## config.mk

```make
export PLATFORM = sky130hd
export DESIGN_NAME = wptr_ctrl
export DESIGN_NICKNAME = d
export VERILOG_FILES = /design/src/rtl/wptr_ctrl.sv
export SDC_FILE = /design/constraint.sdc
export NUM_CORES = 1
export LEC_CHECK = 0
export ABC_AREA = 1
export BUFFER_PORTS_ARGS = -buffer_cell sky130_fd_sc_hd__buf_2
export CORE_MARGIN = 10
export CORE_UTILIZATION = 50
export DETAILED_ROUTE_END_ITERATION = 16
export GPL_TIMING_DRIVEN = 0
export PLACE_DENSITY = 0.84
export SLEW_MARGIN = 20
export SYNTH_ARGS = -nofsm -noshare
export SYNTH_HDL_FRONTEND = slang
export SYNTH_SLANG_ARGS = --single-unit
```

## constraint.sdc

```tcl
create_clock -name wclk -period 3.25 [get_ports wclk]
set_input_delay 0.65 -clock wclk [delete_from_list [all_inputs] [get_ports wclk]]
set_output_delay 0.65 -clock wclk [all_outputs]
set_load 0.05 [all_outputs]
```

## src/rtl/wptr_ctrl.sv

```systemverilog
// Write-side pointer and flag controller for a dual-clock FIFO (write clock domain only).
// Produces the RAM write strobe/address, Gray pointer for the read-side synchroniser, fill level and overflow status.
module wptr_ctrl #(
  parameter int ADDR_W    = 3,
  parameter int AFULL_LVL = 6,
  parameter int DROP_W    = 8
) (
  input  logic              wclk,
  input  logic              wrst,
  input  logic              w_en,
  input  logic              clr_ovf,
  input  logic [ADDR_W:0]   g_rptr_sync,
  output logic              w_ack,
  output logic [ADDR_W-1:0] waddr,
  output logic [ADDR_W:0]   b_wptr,
  output logic [ADDR_W:0]   g_wptr,
  output logic              full,
  output logic              almost_full,
  output logic [ADDR_W:0]   wlevel,
  output logic              overflow,
  output logic [DROP_W-1:0] drop_cnt
);

  localparam int PW = ADDR_W + 1;
  // Gray pointers differ in their top two bits exactly when the FIFO is full
  localparam logic [PW-1:0] FULL_MASK = PW'(3) << (ADDR_W - 1);

  logic [PW-1:0] b_wptr_next;
  logic [PW-1:0] g_wptr_next;
  logic [PW-1:0] b_rptr;
  logic [PW-1:0] wlevel_next;
  logic          full_next;
  logic          afull_next;
  logic          reject;

  assign w_ack       = w_en & ~full;
  assign reject      = w_en & full;
  assign waddr       = b_wptr[ADDR_W-1:0];
  assign b_wptr_next = b_wptr + PW'(w_ack);
  assign g_wptr_next = b_wptr_next ^ (b_wptr_next >> 1);

  always_comb begin
    b_rptr = '0;
    b_rptr[PW-1] = g_rptr_sync[PW-1];
    for (int i = PW - 2; i >= 0; i--)
      b_rptr[i] = b_rptr[i+1] ^ g_rptr_sync[i];
  end

  assign wlevel_next = b_wptr_next - b_rptr;
  assign full_next   = (g_wptr_next == (g_rptr_sync ^ FULL_MASK));
  assign afull_next  = (wlevel_next >= PW'(AFULL_LVL));

  always_ff @(posedge wclk) begin
    if (wrst) begin
      b_wptr      <= '0;
      g_wptr      <= '0;
      wlevel      <= '0;
      full        <= 1'b0;
      almost_full <= 1'b0;
    end else begin
      b_wptr      <= b_wptr_next;
      g_wptr      <= g_wptr_next;
      wlevel      <= wlevel_next;
      full        <= full_next;
      almost_full <= afull_next;
    end
  end

  // A reject in the same cycle as a clear counts as the first drop after the clear
  always_ff @(posedge wclk) begin
    if (wrst) begin
      overflow <= 1'b0;
      drop_cnt <= '0;
    end else if (clr_ovf) begin
      overflow <= reject;
      drop_cnt <= DROP_W'(reject);
    end else if (reject) begin
      overflow <= 1'b1;
      if (~&drop_cnt) drop_cnt <= drop_cnt + 1'b1;
    end
  end

endmodule

```

# Word-level counts from Yosys, hierarchy flattened
# Cells that the tools add are included.
# totals
reg_bits	23
in_bits	8
out_inout_bits	27
elab_cells	33
# op_classes
addsub	3
order_cmp	1
eq_ne	2
muxes	5
n_bitwise	9
n_reduce_logical	5
# op_table
cell	n
adder 8 x 1 -> 8 bit (second input constant)	1
AND reduction 8 bit	1
2-to-1 mux 1 bit	5
adder 4 x 1 -> 4 bit	1
== test 4 bit	1
greater-or-equal comparator 4 x 3 -> 1 bit (second input constant)	1
AND reduction 2 bit	2
subtractor 4 bit	1
bitwise XOR 4 x 3 -> 4 bit	1
bitwise XOR 1 bit	3
bitwise AND 1 bit	2
inequality test 2 bit (second input constant)	1
inverter 1 bit	2
inverter 2 bit	1
nonzero test 2 bit	1
OR reduction 2 bit	1

# Depth between registers and ports, before layout
# depth
word_depth	5
mapped_depth	15
ltp_nobuf	15

# Worst setup path after synthesis
# No wires, ideal clock.
# synth_path
kind	input port to flip-flop
start	input w_en
end	register almost_full
setup_time_ns	0.115
arrival_ns	2.937
required_ns	3.135
slack_ns	0.198
stages	13
path_buffers	0
cell_sequence	inv_1 nor2_1 ha_1 ha_1 nand2_1 nand2_1 inv_1 ha_1 a21oi_1 nor2b_1 nand3_1 nand3_1 nand2_1
# synth_via
elab_chain_cells	4
# synth_rtl
item	line	rtl
start: declaration	10	input logic w_en,
bitwise AND 1 bit	36	assign w_ack = w_en & ~full;
net w_ack	13	output logic w_ack,
adder 4 x 1 -> 4 bit	39	assign b_wptr_next = b_wptr + PW'(w_ack);
net b_wptr_next[2]	28	logic [PW-1:0] b_wptr_next;
subtractor 4 bit	49	assign wlevel_next = b_wptr_next - b_rptr;
greater-or-equal comparator 4 x 3 -> 1 bit	51	assign afull_next = (wlevel_next >= PW'(AFULL_LVL));
end signal: assignment	65	almost_full <= afull_next;
end: declaration	18	output logic almost_full,
# The timed path passes the listed nets, and every way through them passes these cells.
# A chain may end at the register's enable or synchronous reset.

# Worst setup path in the final report
# layout_path
start	input w_en
end	register almost_full
# layout_via
elab_chain_cells	4
# layout_rtl
item	line
bitwise AND 1 bit	36
adder 4 x 1 -> 4 bit	39
net b_wptr_next[2]	28
subtractor 4 bit	49
greater-or-equal comparator 4 x 3 -> 1 bit	51
# The timed path passes the listed nets, and every way through them passes these cells.

==> run_results.csv <==
group,metric,value,unit
cts,cts_hold_buf,0,
cts,clkSinkCount,22,
floorplanning,die-area,4685,sq um
min_path,worstHoldPathType,"reg -> reg",
timing,finalHoldViolCount,0,
cells_and_area,design_area,1431,sq um
power,cellPowerDensity,517.8,nW/um^2
cts,clk_transition_reported_paths,0.13,ns
power,p_comb_frac,0.318,
timing,report.final.slew_viol_count,0,
flow_run,drv_cap,0,
cells_and_area,diodes,0,
synth,ys_ff_latch,22,
detailed_routing,routed_wl,2534,microns
detailed_routing,avgRoutedWirePerCell,10.83,microns
floorplanning,die_x,68.45,microns
worst_setup_path,critPathCaptureType,"flip-flop",
worst_setup_path,path_max_fanout,4,
synth,ys_types,22,
detailed_routing,vias,1103,
global_route,grt_pass1_wl,4367,microns
timing,worst_pin_slew,0.4447,ns
global_route,grt_pass1_vias,1022,
timing,min_period,2.335,ns
power,p_int,0.0004813,W
global_route,grt_use_total,0.1173,
worst_setup_path,critPathKind,"in -> reg",
cts,ctsResizeCount,0,
timing,fin_crit_sh,0.7183,
synth,synth_seq_area_share,0.3753,
detailed_routing,first_pass_iters,4,
cts,h-tree-depth,1,
worst_setup_path,crit_arrival,2.55,ns
power,seqPwrFrac,0.405,
timing,holdWs,0.4911,ns
timing,fin_skew,0.01245,ns
run_status,status,"finished, final reports clean",
timing,finalSetupTns,0,ns
power,switching_share,0.3505,
floorplanning,rows,17,
synth,avgSynthCellArea,6.986,sq um
place,placedCellCount,230,
detailed_routing,drt_iter0_markers,75,
cts,clock_path_buffers,2,
worst_setup_path,regToRegStartpoint,"full",
global_route,overflow,0,
place,gp_congestion,0.8532,
power,leakage,0.7796,nW
synth,syn_area,1174,sq um
synth,yosysWarnings,0,
floorplanning,initial_core_util,0.5255,
cts,clockRootBuffer,"clkbuf_4",
timing,setup-violations-final,0,
timing,fmax,428.4,MHz
worst_setup_path,cp-start-kind,"input pin",
synth,synth_cells,168,
detailed_routing,ant_nets,0,
cells_and_area,fin_nets,222,
cells_and_area,stdcell_count,234,
synth,synth_nets,183,
cells_and_area,drive_above_1_share,0.2282,
cts,cts_made_buffers,3,
detailed_routing,viasPerCell,4.714,
min_path,hp-start,"overflow",
global_route,antenna_found_initial,0,
global_route,grt_max_degree,14,
timing,worst_slack,0.9155,ns
worst_setup_path,critPathRequiredTime,3.46,ns
timing,rsz0062_at_grt,"no",
floorplanning,io_pins,35,
place,dp_worst_setup_slack,0.5741,ns
place,portBuffers,34,
place,dp_hpwl,2161,microns
cts,cts_tree,"done",
cts,clkLatencyLatePin,0.30,ns
detailed_routing,drc,0,
timing,slew_headroom,0.7035,
floorplanning,core,2233,sq um
place,placedInstanceArea,1379,sq um
cts,cts_setup_buffers,0,
power,clock_power_share,0.277,
power,peakVddDrop,0.3689,mV
power,p_sw,0.0002598,W
cells_and_area,areaGrowthSynthToFinish,21.96,%
floorplanning,die_h,68.45,microns
worst_setup_path,startpoint,"w_en",
kinds of logic after synthesis:
| kind of cell | synth area share |
|---|---|
| AO/OA/AOI/OAI | 0.04691 |
| XOR/XNOR | 0.05758 |
| adder cells (fa/ha/maj) | 0.08102 |
| buffers and inverters | 0.1087 |
| flip-flops | 0.3753 |
| AND/OR/NAND/NOR | 0.3305 |
flip-flops by register name, indices dropped and copies added (netlist names):
register and count:
full 1, b_wptr 4, overflow 1, g_wptr 3
drop_cnt 8, wlevel 4, almost_full 1
cells in the final DEF, fill, tap and decap left out, drive strengths merged:
master and count:
nand2 44, buf 39, nor2 30, inv 22, dfxtp 22, nand3 14, o21ai 6, ha 6
a21oi 5, xor2 4, clkbuf 4, nand4 2, nor3 2, xnor2 2, and2 1, nor2b 1
fa 1, bufinv 1
critical path, stage by stage:
cell and delay (ns):
buf_2 0.09, inv_1 0.03, nor2_1 0.12, ha_1 0.26
ha_1 0.19, nand2_1 0.07, nand2_1 0.15, inv_1 0.09
ha_1 0.32, a21oi_1 0.17, nor2b_1 0.14, nand3_1 0.08
nand3_1 0.11, nand2_1 0.06
cell usage after synthesis (all sizes together):
cell,instances,area (sq um)
a21oi,5,25.02
and2,1,6.260
buf,5,41.29
clkbuf,1,3.750
dfxtp,22,440.4
fa,1,20.02
ha,6,75.07
inv,22,82.58
nand2,44,167.7
nand3,14,70.07
nand4,2,12.51
nor2,30,115.1
nor2b,1,6.260
nor3,2,10.01
o21ai,6,30.03
xnor2,2,25.03
xor2,4,42.55
per-stage QoR:
step	total power [W]	utilization
2_1_floorplan	0.0004917	-
3_3_place_gp	0.0005432	0.6174
3_5_place_dp	0.0005458	0.6174
4_1_cts	0.0007510	0.6409
5_1_grt	0.0007867	0.6409
6_report	0.0007411	0.6409
final timing paths:
check	endpoint	slack, ns	cells after the start
hold / removal	overflow	0.49	2
hold reg to reg	overflow	0.49	2
setup reg to reg	almost_full	1.02	12
setup / recovery	almost_full	0.92	14
power by group through the flow:
stage / Sequential [W] / Clock [W] / Combinational, W
global route: 0.000305 / 0.000223 / 0.000259
global placement: 0.000306 / 0 / 0.000237
floorplan: 0.000390 / 0 / 0.000102
finish: 0.000300 / 0.000205 / 0.000236
detailed placement: 0.000307 / 0 / 0.000239
CTS: 0.000301 / 0.000211 / 0.000239
layer usage:
metal  global-route usage  vias up  routed length (microns)
li1                     -      595                        -
met1               0.1358      484                     1032
met2               0.2016       22                     1277
met3              0.03426        2                      208
met4              0.03769        0                       16
met5                    0        -                        0
cell type report:
type | instances | area (sq um)
Sequential cell | 22 | 440.4
Multi-Input combinational cell | 118 | 605.6
Fill cell | 223 | 802.0
Tap cell | 28 | 35.03
Inverter | 22 | 82.58
Buffer | 6 | 45.04
Timing Repair Buffer | 34 | 170.2
Clock inverter | 1 | 30.03
Clock buffer | 3 | 22.52
No activity file was read; power rests on OpenSTA's default activity.
